### config.mk
export PLATFORM = sky130hd
export DESIGN_NAME = fp_div_arbiter
export DESIGN_NICKNAME = d
export VERILOG_FILES = /design/src/rtl/fp_div_arbiter.sv
export SDC_FILE = /design/constraint.sdc
export NUM_CORES = 1
export LEC_CHECK = 0
export ABC_AREA = 1
export CORE_AREA = 2 2 155 157
export DETAILED_ROUTE_END_ITERATION = 6
export DIE_AREA = 0 0 157 159
export HOLD_SLACK_MARGIN = 0.15
export PLACE_DENSITY = 0.75
export SLEW_MARGIN = 5
export SYNTH_ARGS = -nofsm -noshare
export SYNTH_HDL_FRONTEND = slang
export SYNTH_SLANG_ARGS = --single-unit
### constraint.sdc
create_clock -name clk -period 4.2 [get_ports clk]
set_input_delay 0.84 -clock clk [delete_from_list [all_inputs] [get_ports clk]]
set_output_delay 0.84 -clock clk [all_outputs]
set_load 0.1 [all_outputs]
### src/rtl/fp_div_arbiter.sv
// fp_div_arbiter: round-robin sharing of one multicycle FP divider.
// Optional WAIT watchdog enabled by defining FP_DIV_ARB_TIMEOUT_EN.
module fp_div_arbiter #(
  parameter int DATA_W  = 32,
  parameter int N_REQ   = 4,
  parameter int TIMEOUT = 128
) (
  input  logic                    clk,
  input  logic                    rst,
  input  logic [N_REQ-1:0]        req_valid,
  output logic [N_REQ-1:0]        req_ready,
  input  logic [N_REQ*DATA_W-1:0] req_op_a,
  input  logic [N_REQ*DATA_W-1:0] req_op_b,
  output logic [N_REQ-1:0]        rsp_valid,
  output logic [DATA_W-1:0]       rsp_res,
  output logic                    rsp_err,
  output logic                    div_start,
  output logic [DATA_W-1:0]       div_op_a,
  output logic [DATA_W-1:0]       div_op_b,
  input  logic                    div_done,
  input  logic [DATA_W-1:0]       div_res
);

  localparam int PW = $clog2(N_REQ);

  typedef enum logic [1:0] {
    IDLE,
    ISSUE,
    WAIT,
    RESP
  } state_t;

  state_t            state;
  state_t            state_nxt;
  logic [PW-1:0]     rr_ptr;
  logic [PW-1:0]     own_idx;
  logic [PW-1:0]     gnt_idx;
  logic [PW-1:0]     ptr_nxt;
  logic [PW:0]       idx;
  logic              found;
  logic              hs;
  logic              wait_end;
  logic [DATA_W-1:0] res_q;

  if (N_REQ < 2 || TIMEOUT < 1) begin : g_param_chk
    $error("fp_div_arbiter: need N_REQ>=2 and TIMEOUT>=1");
  end

  // first pending requester at or after rr_ptr, wrapping
  always_comb begin
    found   = 1'b0;
    gnt_idx = '0;
    idx     = '0;
    for (int k = 0; k < N_REQ; k++) begin
      idx = {1'b0, rr_ptr} + (PW+1)'(k);
      if (idx >= (PW+1)'(N_REQ)) begin
        idx = idx - (PW+1)'(N_REQ);
      end
      if (!found && req_valid[idx[PW-1:0]]) begin
        found   = 1'b1;
        gnt_idx = idx[PW-1:0];
      end
    end
  end

  assign hs = (state == IDLE) && found && !rst;

  assign ptr_nxt = (gnt_idx == PW'(N_REQ-1)) ?
                   '0 : gnt_idx + PW'(1);

  always_comb begin
    req_ready = '0;
    if (hs) begin
      req_ready[gnt_idx] = 1'b1;
    end
  end

`ifdef FP_DIV_ARB_TIMEOUT_EN
  localparam int CW = $clog2(TIMEOUT+1);
  localparam logic [DATA_W-1:0] QNAN =
    DATA_W'(32'h7FC0_0000);

  logic [CW-1:0] wcnt;
  logic          to_hit;
  logic          err_q;

  assign to_hit = (state == WAIT) && !div_done &&
                  (wcnt == CW'(TIMEOUT-1));

  always_ff @(posedge clk or posedge rst) begin
    if (rst) begin
      wcnt <= '0;
    end else if (state == WAIT) begin
      wcnt <= wcnt + CW'(1);
    end else begin
      wcnt <= '0;
    end
  end

  always_ff @(posedge clk or posedge rst) begin
    if (rst) begin
      err_q <= 1'b0;
    end else if (hs) begin
      err_q <= 1'b0;
    end else if (to_hit) begin
      err_q <= 1'b1;
    end
  end

  assign wait_end = div_done || to_hit;
  assign rsp_err  = (state == RESP) && err_q;
`else
  assign wait_end = div_done;
  assign rsp_err  = 1'b0;
`endif

  always_comb begin
    state_nxt = state;
    unique case (state)
      IDLE:  if (found) state_nxt = ISSUE;
      ISSUE: state_nxt = WAIT;
      WAIT:  if (wait_end) state_nxt = RESP;
      RESP:  state_nxt = IDLE;
      default: state_nxt = IDLE;
    endcase
  end

  always_ff @(posedge clk or posedge rst) begin
    if (rst) begin
      state    <= IDLE;
      rr_ptr   <= '0;
      own_idx  <= '0;
      div_op_a <= '0;
      div_op_b <= '0;
      res_q    <= '0;
    end else begin
      state <= state_nxt;
      if (hs) begin
        own_idx  <= gnt_idx;
        rr_ptr   <= ptr_nxt;
        div_op_a <= req_op_a[int'(gnt_idx)*DATA_W +: DATA_W];
        div_op_b <= req_op_b[int'(gnt_idx)*DATA_W +: DATA_W];
      end
      if (state == WAIT && div_done) begin
        res_q <= div_res;
`ifdef FP_DIV_ARB_TIMEOUT_EN
      end else if (to_hit) begin
        res_q <= QNAN;
`endif
      end
    end
  end

  assign div_start = (state == ISSUE);
  assign rsp_res   = (state == RESP) ? res_q : '0;

  always_comb begin
    rsp_valid = '0;
    if (state == RESP) begin
      rsp_valid[own_idx] = 1'b1;
    end
  end

endmodule

==> results.sh, run 1 <==
export IMPL_outcome="complete, no violations"
export IMPL_post_route_util_pct=49.28
export IMPL_antennaDiodeCount=0
export IMPL_synthMuxAreaShare_pct=5.099
export IMPL_synth_xor_area_share_pct=0
export IMPL_portBuffers=399
export IMPL_area_growth_pct=61.72
export IMPL_yosys_area_share_simple_pct=44.48
export IMPL_cp_start_kind="primary input"
export IMPL_die_area_sq_mm=0.02496
export IMPL_setup_tns_ns=0
export IMPL_clkTransAtPathRegs_ns=0.07
export IMPL_initial_core_util_pct=30.47
export IMPL_synth_area_leaders="dfrtp_1 (36%), nand3_1 (19%), nand2_1 (18%)"
export IMPL_period_share_pct=90.42
export IMPL_synth_seq_cells=102
export IMPL_hold_path_class="reg2reg"
export IMPL_drc=0
export IMPL_syn_inst=1025
export IMPL_rr_worst_depth=11
export IMPL_synth_nets=1326
export IMPL_grt_pass1_wl_um=42160
export IMPL_synth_compound_area_share_pct=0.6728
export IMPL_synth_edff_count=0
export IMPL_drv_cap=0
export IMPL_nNetsFinal=1670
export IMPL_die_h_um=159
export IMPL_postCtsHoldBufs=0
export IMPL_async_flop_share_pct=100.0
export IMPL_die_width_um=157
export IMPL_path_max_fanout=4
export IMPL_setup_violations_final=0
export IMPL_finalMaxSlewViolations=0
export IMPL_grt_pass1_vias=7802
export IMPL_clockBufferDepth=2
export IMPL_numCtsBuffers=9
export IMPL_drive_gt1_share_pct=8.376
export IMPL_core_sq_mm=0.02319
export IMPL_finClkSkew_ns=0.01544
export IMPL_tritoncts="done"
export IMPL_worstSetupStartpoint="req_valid[1]"
export IMPL_place_congestion=0.8841
export IMPL_r2r_start="rr_ptr[0]"
export IMPL_synth_largest_area_cell="dfrtp_1"
export IMPL_ios=401
export IMPL_ys_warn_count=0
export IMPL_rows=56
export IMPL_timing_rr_end="div_op_a[6]"
export IMPL_grt_util_all_layers_pct=21.42
export IMPL_synth_ff_type="dfrtp_1"
export IMPL_fmaxAchievable_mhz=263.3
export IMPL_slew_headroom_pct=28.83
export IMPL_antenna_found_initial=1
export IMPL_wl_per_cell_um=16.43
export IMPL_vias=8033
export IMPL_synth_common_cells="nand2_1 (330), nand3_1 (264), inv_1 (114), dfrtp_1 (102), nand3b_1 (64)"
export IMPL_drt_iter0_markers=563
export IMPL_gr_total_overflow=0
export IMPL_synth_distinct_cells=24
export IMPL_crit_end="req_ready[3]"
export IMPL_drt_wl_total_um=27800
export IMPL_grt_max_degree=130
export IMPL_cts_max_level=3
export IMPL_min_period_ns=3.798
export IMPL_rsz0062_at_grt="false"
export IMPL_drt_vias_per_instance=4.748
export IMPL_yosys_area_share_adder_pct=1.062
export IMPL_dr_pass1_iters=7
export IMPL_crit_required_ns=3.36
export IMPL_ys_seq_area_share_pct=36.12
export IMPL_tightest_slew_ns=1.064
export IMPL_cp_arrival_ns=2.96
export IMPL_synth_top_area_share_pct=36.12
export IMPL_yosysMostFrequentCell="nand2_1"
export IMPL_cts_resized=0
export IMPL_synth_top_family_by_area="simple AND/OR/NAND/NOR gates"
export IMPL_cts_root_buf="clkbuf_16"
export IMPL_hpwl_um=20330
export IMPL_insertion_delay_ns=0.35
export IMPL_post_cts_buffers=0
export IMPL_hold_violations=0
export IMPL_final_fill_count=2263
export IMPL_antenna_left=0
export IMPL_critPathKind="in2out"
export IMPL_syn_area_sq_mm=0.007067
export IMPL_cts_sinks=102
export IMPL_avgSynthCellArea_sq_um=6.894
export IMPL_cp_end_kind="output pin"
export IMPL_ff2ff_setup_slack_ns=1.32
logic make-up after synthesis:
group / after synthesis
AO/OA/AOI/OAI: 9
adder cells (fa/ha/maj): 6
buffers and inverters: 198
flip-flops: 102
multiplexers: 32
other: 1
AND/OR/NAND/NOR: 677
flip-flops by register name (all words and copies together) (netlist names):
name	count
div_op_a	32
state	2
own_idx	2
res_q	32
div_op_b	32
rr_ptr	2
metrics by stage:
step / setup slack [ns] / instance area [sq um] / hold slack, ns / instances
after floorplan: 0.1837 / 7072 / 0.4793 / 1025
after global placement: 0.5278 / 11160 / 0.4774 / 1677
after detailed placement: 0.4223 / 11160 / 0.4815 / 1677
after CTS: 0.4086 / 11430 / 0.5012 / 1692
after global routing: 0.2404 / 11430 / 0.5184 / 1692
final: 0.4024 / 11430 / 0.4977 / 1692
critical path, cell delays in order:
cell and delay, ns:
clkdlybuf4s50_1 0.42, inv_1 0.08, nand2_1 0.06, nand3_1 0.13, nand2_1 0.10, nor2_2 0.22, nand2_1 0.08, nor2_1 0.18
nor2_4 0.08, inv_1 0.12, ha_1 0.16, inv_1 0.05, nor2_1 0.22, buf_12 0.21
metal layers:
| layer | global-route usage (%) | routed length (um) |
|---|---|---|
| met4 | 6.797 | 669 |
| met3 | 4.736 | 2212 |
| met2 | 38.86 | 14080 |
| met1 | 24.79 | 10820 |
| met5 | 0 | 13 |
cell type report:
| class | count | area (sq um) | share of cell area (%) |
|---|---|---|---|
| well taps | 319 | 399.1 | 3.492 |
| flip-flops and latches | 102 | 2552 | 22.33 |
| inverters | 118 | 445.4 | 3.898 |
| clock buffers | 9 | 225.2 | 1.971 |
| clock inverters | 6 | 47.55 | 0.4160 |
| repair buffers | 413 | 4086 | 35.76 |
| multi-input cells | 725 | 3672 | 32.13 |
cells in the final DEF, fill, tap and decap left out:
| cell | netlist | final |
|---|---|---|
| clkinvlp_4 | 0 | 3 |
| conb_1 | 1 | 1 |
| o21ai_0 | 4 | 4 |
| inv_4 | 0 | 1 |
| nor2_1 | 7 | 7 |
| o21ai_1 | 2 | 2 |
| mux2_2 | 32 | 32 |
| nand3_4 | 0 | 2 |
| nor3_1 | 5 | 4 |
| ha_1 | 6 | 6 |
| clkinv_2 | 0 | 1 |
| a21oi_1 | 1 | 1 |
| nand3_1 | 264 | 264 |
| nor2_4 | 0 | 2 |
| nor2_2 | 3 | 1 |
| buf_4 | 9 | 47 |
| buf_12 | 0 | 7 |
| nand2_2 | 2 | 1 |
| inv_8 | 0 | 1 |
| o22ai_1 | 1 | 1 |
| a31oi_1 | 1 | 1 |
| inv_6 | 0 | 1 |
| nand2_4 | 0 | 2 |
| clkbuf_16 | 0 | 9 |
| nand2_1 | 330 | 329 |
| clkdlybuf4s50_1 | 0 | 359 |
| nand3b_1 | 64 | 64 |
| inv_2 | 4 | 4 |
| nor3_2 | 0 | 1 |
| dfrtp_1 | 102 | 102 |
| inv_1 | 114 | 113 |
worst min path at each step:
stage / startpoint / endpoint / slack (ns) / depth (start not counted)
2_1_floorplan: res_q[0] / res_q[0] / 0.48 / 1
3_3_place_gp: div_op_a[31] / div_op_a[31] / 0.48 / 2
3_5_place_dp: div_op_b[6] / div_op_b[6] / 0.48 / 2
4_1_cts: div_op_b[6] / div_op_b[6] / 0.50 / 2
5_1_grt: res_q[4] / res_q[4] / 0.52 / 1
6_report: div_op_b[6] / div_op_b[6] / 0.50 / 2
Power of run 1 is left out: the tool's default activity adds up to more than one toggle a clock period on the data nets, which glitch-free logic cannot reach.
==> run 2, diff against run 1 <==
Settings changed: DONT_BUFFER_PORTS set to 1, PLACE_DENSITY 0.75 to 0.53, SKIP_LAST_GASP set to 1.
==> results.sh, run 2 (synthesized netlist as in run 1, its figures left out) <==
export IMPL_area_growth_pct=9.118
export IMPL_gr_total_overflow=0
export IMPL_drive_gt1_share_pct=9.350
export IMPL_tightest_slew_ns=0.9880
export IMPL_drv_cap=0
export IMPL_largest_registers="div_op_a: 32 flops, div_op_b: 32 flops, res_q: 32 flops"
export IMPL_setup_violations_final=0
export IMPL_setup_tns_ns=0
export IMPL_cts_max_level=3
export IMPL_path_max_fanout=16
export IMPL_drt_iter0_markers=434
export IMPL_die_width_um=157
export IMPL_max_stage_delay_ns=0.56
export IMPL_ios=401
export IMPL_hold_violations=0
export IMPL_cp_end_kind="output pin"
export IMPL_rows=56
export IMPL_cts_sinks=102
export IMPL_grt_pass1_vias=6329
export IMPL_layout_common_cells="nand2_1 (329), nand3_1 (264), inv_1 (113)"
export IMPL_drc=0
export IMPL_rsz0062_at_grt="false"
export IMPL_wl_per_cell_um=18.87
export IMPL_clockBufferDepth=2
export IMPL_hold_path_class="reg2reg"
export IMPL_final_fill_count=2501
export IMPL_die_area_sq_mm=0.02496
export IMPL_dr_pass1_iters=7
export IMPL_path_delay_family="simple AND/OR/NAND/NOR gates"
export IMPL_numCtsBuffers=9
export IMPL_hpwl_um=17480
export IMPL_crit_required_ns=3.36
export IMPL_core_sq_mm=0.02319
export IMPL_fmaxAchievable_mhz=283.2
export IMPL_cp_start_kind="flip-flop"
export IMPL_post_cts_buffers=0
export IMPL_min_period_ns=3.531
export IMPL_clkTransAtPathRegs_ns=0.07
export IMPL_timing_critical_path_buf_inv=4
export IMPL_portBuffers=0
export IMPL_cts_root_buf="clkbuf_16"
export IMPL_nNetsFinal=1280
export IMPL_vias=6607
export IMPL_grt_util_all_layers_pct=19.14
export IMPL_slew_headroom_pct=34.13
export IMPL_outcome="complete, no violations"
export IMPL_finClkSkew_ns=0.009923
export IMPL_grt_pass1_wl_um=36780
export IMPL_path_cells="inv_2, nand2_1, nand2_1, nand2_1, nand2_1, nor2_2, nand3_4, nand3_4, inv_1, ha_1, inv_1, nor2_2, buf_12"
export IMPL_antenna_left=0
export IMPL_initial_core_util_pct=30.47
export IMPL_layout_commonest_cell="nand2_1"
export IMPL_insertion_delay_ns=0.35
export IMPL_postCtsHoldBufs=0
export IMPL_cp_arrival_ns=2.69
export IMPL_drt_wl_total_um=24660
export IMPL_slowest_stage="dfrtp_1"
export IMPL_period_share_pct=84.07
export IMPL_finalMaxSlewViolations=0
export IMPL_grt_max_degree=83
export IMPL_critPathKind="reg2out"
export IMPL_die_h_um=159
export IMPL_cts_resized=0
export IMPL_path_common_cell="nand2_1"
export IMPL_antenna_found_initial=3
export IMPL_tritoncts="done"
export IMPL_drt_vias_per_instance=5.055
export IMPL_place_congestion=0.8484
[run 2: cell count changes in the layout (fill, tap and decap cells not counted), sizes merged]
cell           previous run  this run
clkinvlp                  3         1
inv                     120       121
clkdlybuf4s50           359         0
diode                     0         4
bufinv                    0         1
clkinv                    1         2
clkbuf                    9        13
buf                      54        19
[run 2: layout make-up]
class                      instances  area (sq um)  share of cell area [%]
inverter                         118         445.4                   5.776
multi-input combinational        725          3706                   48.06
clock buffer                       9         225.2                   2.921
antenna                            4         10.01                  0.1298
sequential                       102          2552                   33.10
timing repair buffer              23         292.8                   3.797
tap                              319         399.1                   5.176
clock inverter                     7         80.08                   1.038
[run 2: worst reg2reg max path, cell delays in order (launching register included)]
cell and delay [ns]:
dfrtp_1 0.56, inv_2 0.17, nand2_1 0.10, nand2_1 0.12
nand2_1 0.10, nand2_1 0.07, nor2_2 0.16, nand2_1 0.07
nor2_1 0.17, nor2_4 0.08, nor2_4 0.09, buf_4 0.64
nand3_1 0.30, nand3_1 0.16
[run 2: path summary, 6_finish.rpt]
| check | cells past startpoint | to | slack, ns | startpoint |
|---|---|---|---|---|
| min | 1 | res_q[31] | 0.51 | res_q[31] |
| min reg2reg | 1 | res_q[31] | 0.51 | res_q[31] |
| max in group asynchronous | 2 | div_op_b[2] | 2.83 | rst |
| max reg2reg | 13 | div_op_a[17] | 1.36 | rr_ptr[0] |
| max | 13 | req_ready[3] | 0.67 | rr_ptr[0] |
| min in group asynchronous | 1 | res_q[26] | 0.54 | rst |
[run 2: stage by stage]
stage | cell area (sq um) | hold WS (ns) | setup slack (ns) | std cells | utilization [%]
floorplan | 7072 | 0.4793 | 0.1837 | 1025 | -
global placement | 7396 | 0.4869 | 0.9147 | 1287 | 31.89
detailed placement | 7396 | 0.4930 | 0.8644 | 1287 | 31.89
CTS | 7701 | 0.5116 | 0.6430 | 1303 | 33.21
global route | 7709 | 0.5225 | 0.3843 | 1306 | 33.24
finish | 7711 | 0.5088 | 0.6691 | 1307 | 33.25
[run 2: per-layer routing]
layer  global-route usage [%]  routed length [um]  vias to the layer above
met1                    22.99                9924                     3078
met5                        0                   0                        -
met3                    4.627                1906                       21
met2                    33.33               12410                      320
li1                         -                   -                     3188
met4                    6.255                 420                        0
Power of run 2 is left out for the same reason.
==> run 3, diff against run 2 <==
Clock period 4.2 ns to 3.4 ns, I/O delays scaled along.
==> results.sh, run 3 (synthesized netlist as in run 1, its figures left out) <==
export IMPL_path_max_fanout=11
export IMPL_hpwl_um=17790
export IMPL_max_stage_delay_ns=0.49
export IMPL_drive_gt1_share_pct=12.22
export IMPL_gr_total_overflow=0
export IMPL_critPathKind="reg2out"
export IMPL_core_sq_mm=0.02319
export IMPL_place_ws_ns=0.4797
export IMPL_grt_max_degree=130
export IMPL_post_cts_buffers=0
export IMPL_drv_cap=0
export IMPL_cts_resized=0
export IMPL_place_congestion=0.8774
export IMPL_insertion_delay_ns=0.35
export IMPL_slew_headroom_pct=31.17
export IMPL_layout_common_cells="nand2_1 (329), nand3_1 (264), inv_1 (113)"
export IMPL_antenna_found_initial=3
export IMPL_path_delay_family="simple AND/OR/NAND/NOR gates"
export IMPL_rsz0062_at_grt="false"
export IMPL_finClkSkew_ns=0.01478
export IMPL_cts_root_buf="clkbuf_16"
export IMPL_initial_core_util_pct=30.47
export IMPL_postCtsHoldBufs=0
export IMPL_path_common_cell="nand2_1"
export IMPL_cts_max_level=3
export IMPL_setup_violations_final=0
export IMPL_drt_iter0_markers=413
export IMPL_hold_path_class="in2async"
export IMPL_rr_worst_depth=12
export IMPL_hold_violations=0
export IMPL_numCtsBuffers=9
export IMPL_grt_pass1_wl_um=36710
export IMPL_wl_per_cell_um=18.76
export IMPL_area_growth_pct=12.69
export IMPL_period_share_pct=93.77
export IMPL_fmaxAchievable_mhz=313.7
export IMPL_drt_vias_per_instance=5.075
export IMPL_ff2ff_setup_slack_ns=0.62
export IMPL_cts_sinks=102
export IMPL_final_fill_count=2481
export IMPL_drc=0
export IMPL_cp_end_kind="output pin"
export IMPL_grt_util_all_layers_pct=19.18
export IMPL_tightest_slew_ns=1.032
export IMPL_post_route_util_pct=34.34
export IMPL_tritoncts="done"
export IMPL_rows=56
export IMPL_cp_start_kind="flip-flop"
export IMPL_layout_commonest_cell="nand2_1"
export IMPL_dr_pass1_iters=5
export IMPL_min_period_ns=3.188
export IMPL_die_h_um=159
export IMPL_slowest_stage="dfrtp_2"
export IMPL_die_area_sq_mm=0.02496
export IMPL_r2r_start="rr_ptr[0]"
export IMPL_layout_setup_ws_ns=0.2120
export IMPL_grt_pass1_vias=6252
export IMPL_clockBufferDepth=2
export IMPL_vias=6780
export IMPL_die_width_um=157
export IMPL_largest_registers="div_op_a: 32 flops, div_op_b: 32 flops, res_q: 32 flops"
export IMPL_timing_critical_path_buf_inv=4
export IMPL_drt_wl_total_um=25060
export IMPL_portBuffers=0
export IMPL_outcome="complete, no violations"
export IMPL_finalMaxSlewViolations=0
export IMPL_crit_required_ns=2.72
export IMPL_antenna_left=0
export IMPL_ios=401
export IMPL_timing_rr_end="div_op_a[4]"
export IMPL_path_cells="inv_2, nand2_1, nand3_1, nand2_1, nor2_2, nand2_1, nor2_1, nor2_4, inv_1, ha_1, inv_1, nor2_2, buf_12"
export IMPL_clkTransAtPathRegs_ns=0.08
export IMPL_cp_arrival_ns=2.51
export IMPL_nNetsFinal=1311
-- run 3: changes by cell type in the layout (fill, tap and decap cells not counted), sizes merged --
cell      change
clkinvlp      -1
buf          +32
diode         -2
clkinv        +1
bufinv        -1
-- run 3: worst max path at each step --
stage	from	to	slack (ns)	depth (start not counted)
floorplan	req_valid[3]	req_ready[0]	-0.10	10
global placement	req_valid[3]	req_ready[3]	0.50	13
detailed placement	rr_ptr[0]	div_op_a[4]	0.48	11
CTS	rr_ptr[0]	req_ready[3]	0.11	14
global route	rr_ptr[0]	req_ready[3]	0.05	13
finish	rr_ptr[0]	req_ready[3]	0.21	13
-- run 3: per-layer routing --
metal	track usage, %	vias to the layer above	share of wire [%]
li1	-	3248	-
met1	23.03	3189	39
met2	33.63	317	51
met3	4.437	26	8.2
met4	6.172	0	2.1
met5	0	-	0
-- run 3: final cells by class --
cell class / count / area [sq um] / share of cell area [%]
clock buffer: 10 / 239.0 / 3.001
multi-input combinational: 725 / 3712 / 46.61
timing repair buffer: 54 / 558.0 / 7.007
sequential: 102 / 2554 / 32.07
clock inverter: 6 / 51.30 / 0.6441
inverter: 118 / 445.4 / 5.593
antenna: 2 / 5.005 / 0.06284
tap: 319 / 399.1 / 5.012
-- run 3: stage by stage --
step	cell area, sq um	setup TNS [ns]	instances	hold WS, ns
after floorplan	7084	-0.4107	1025	0.4793
after global placement	7667	0	1318	0.4867
after detailed placement	7667	0	1318	0.4928
after CTS	7958	0	1334	0.3275
after global routing	7964	0	1336	0.3391
final	7964	0	1336	0.2946
Power of run 3 is left out for the same reason.
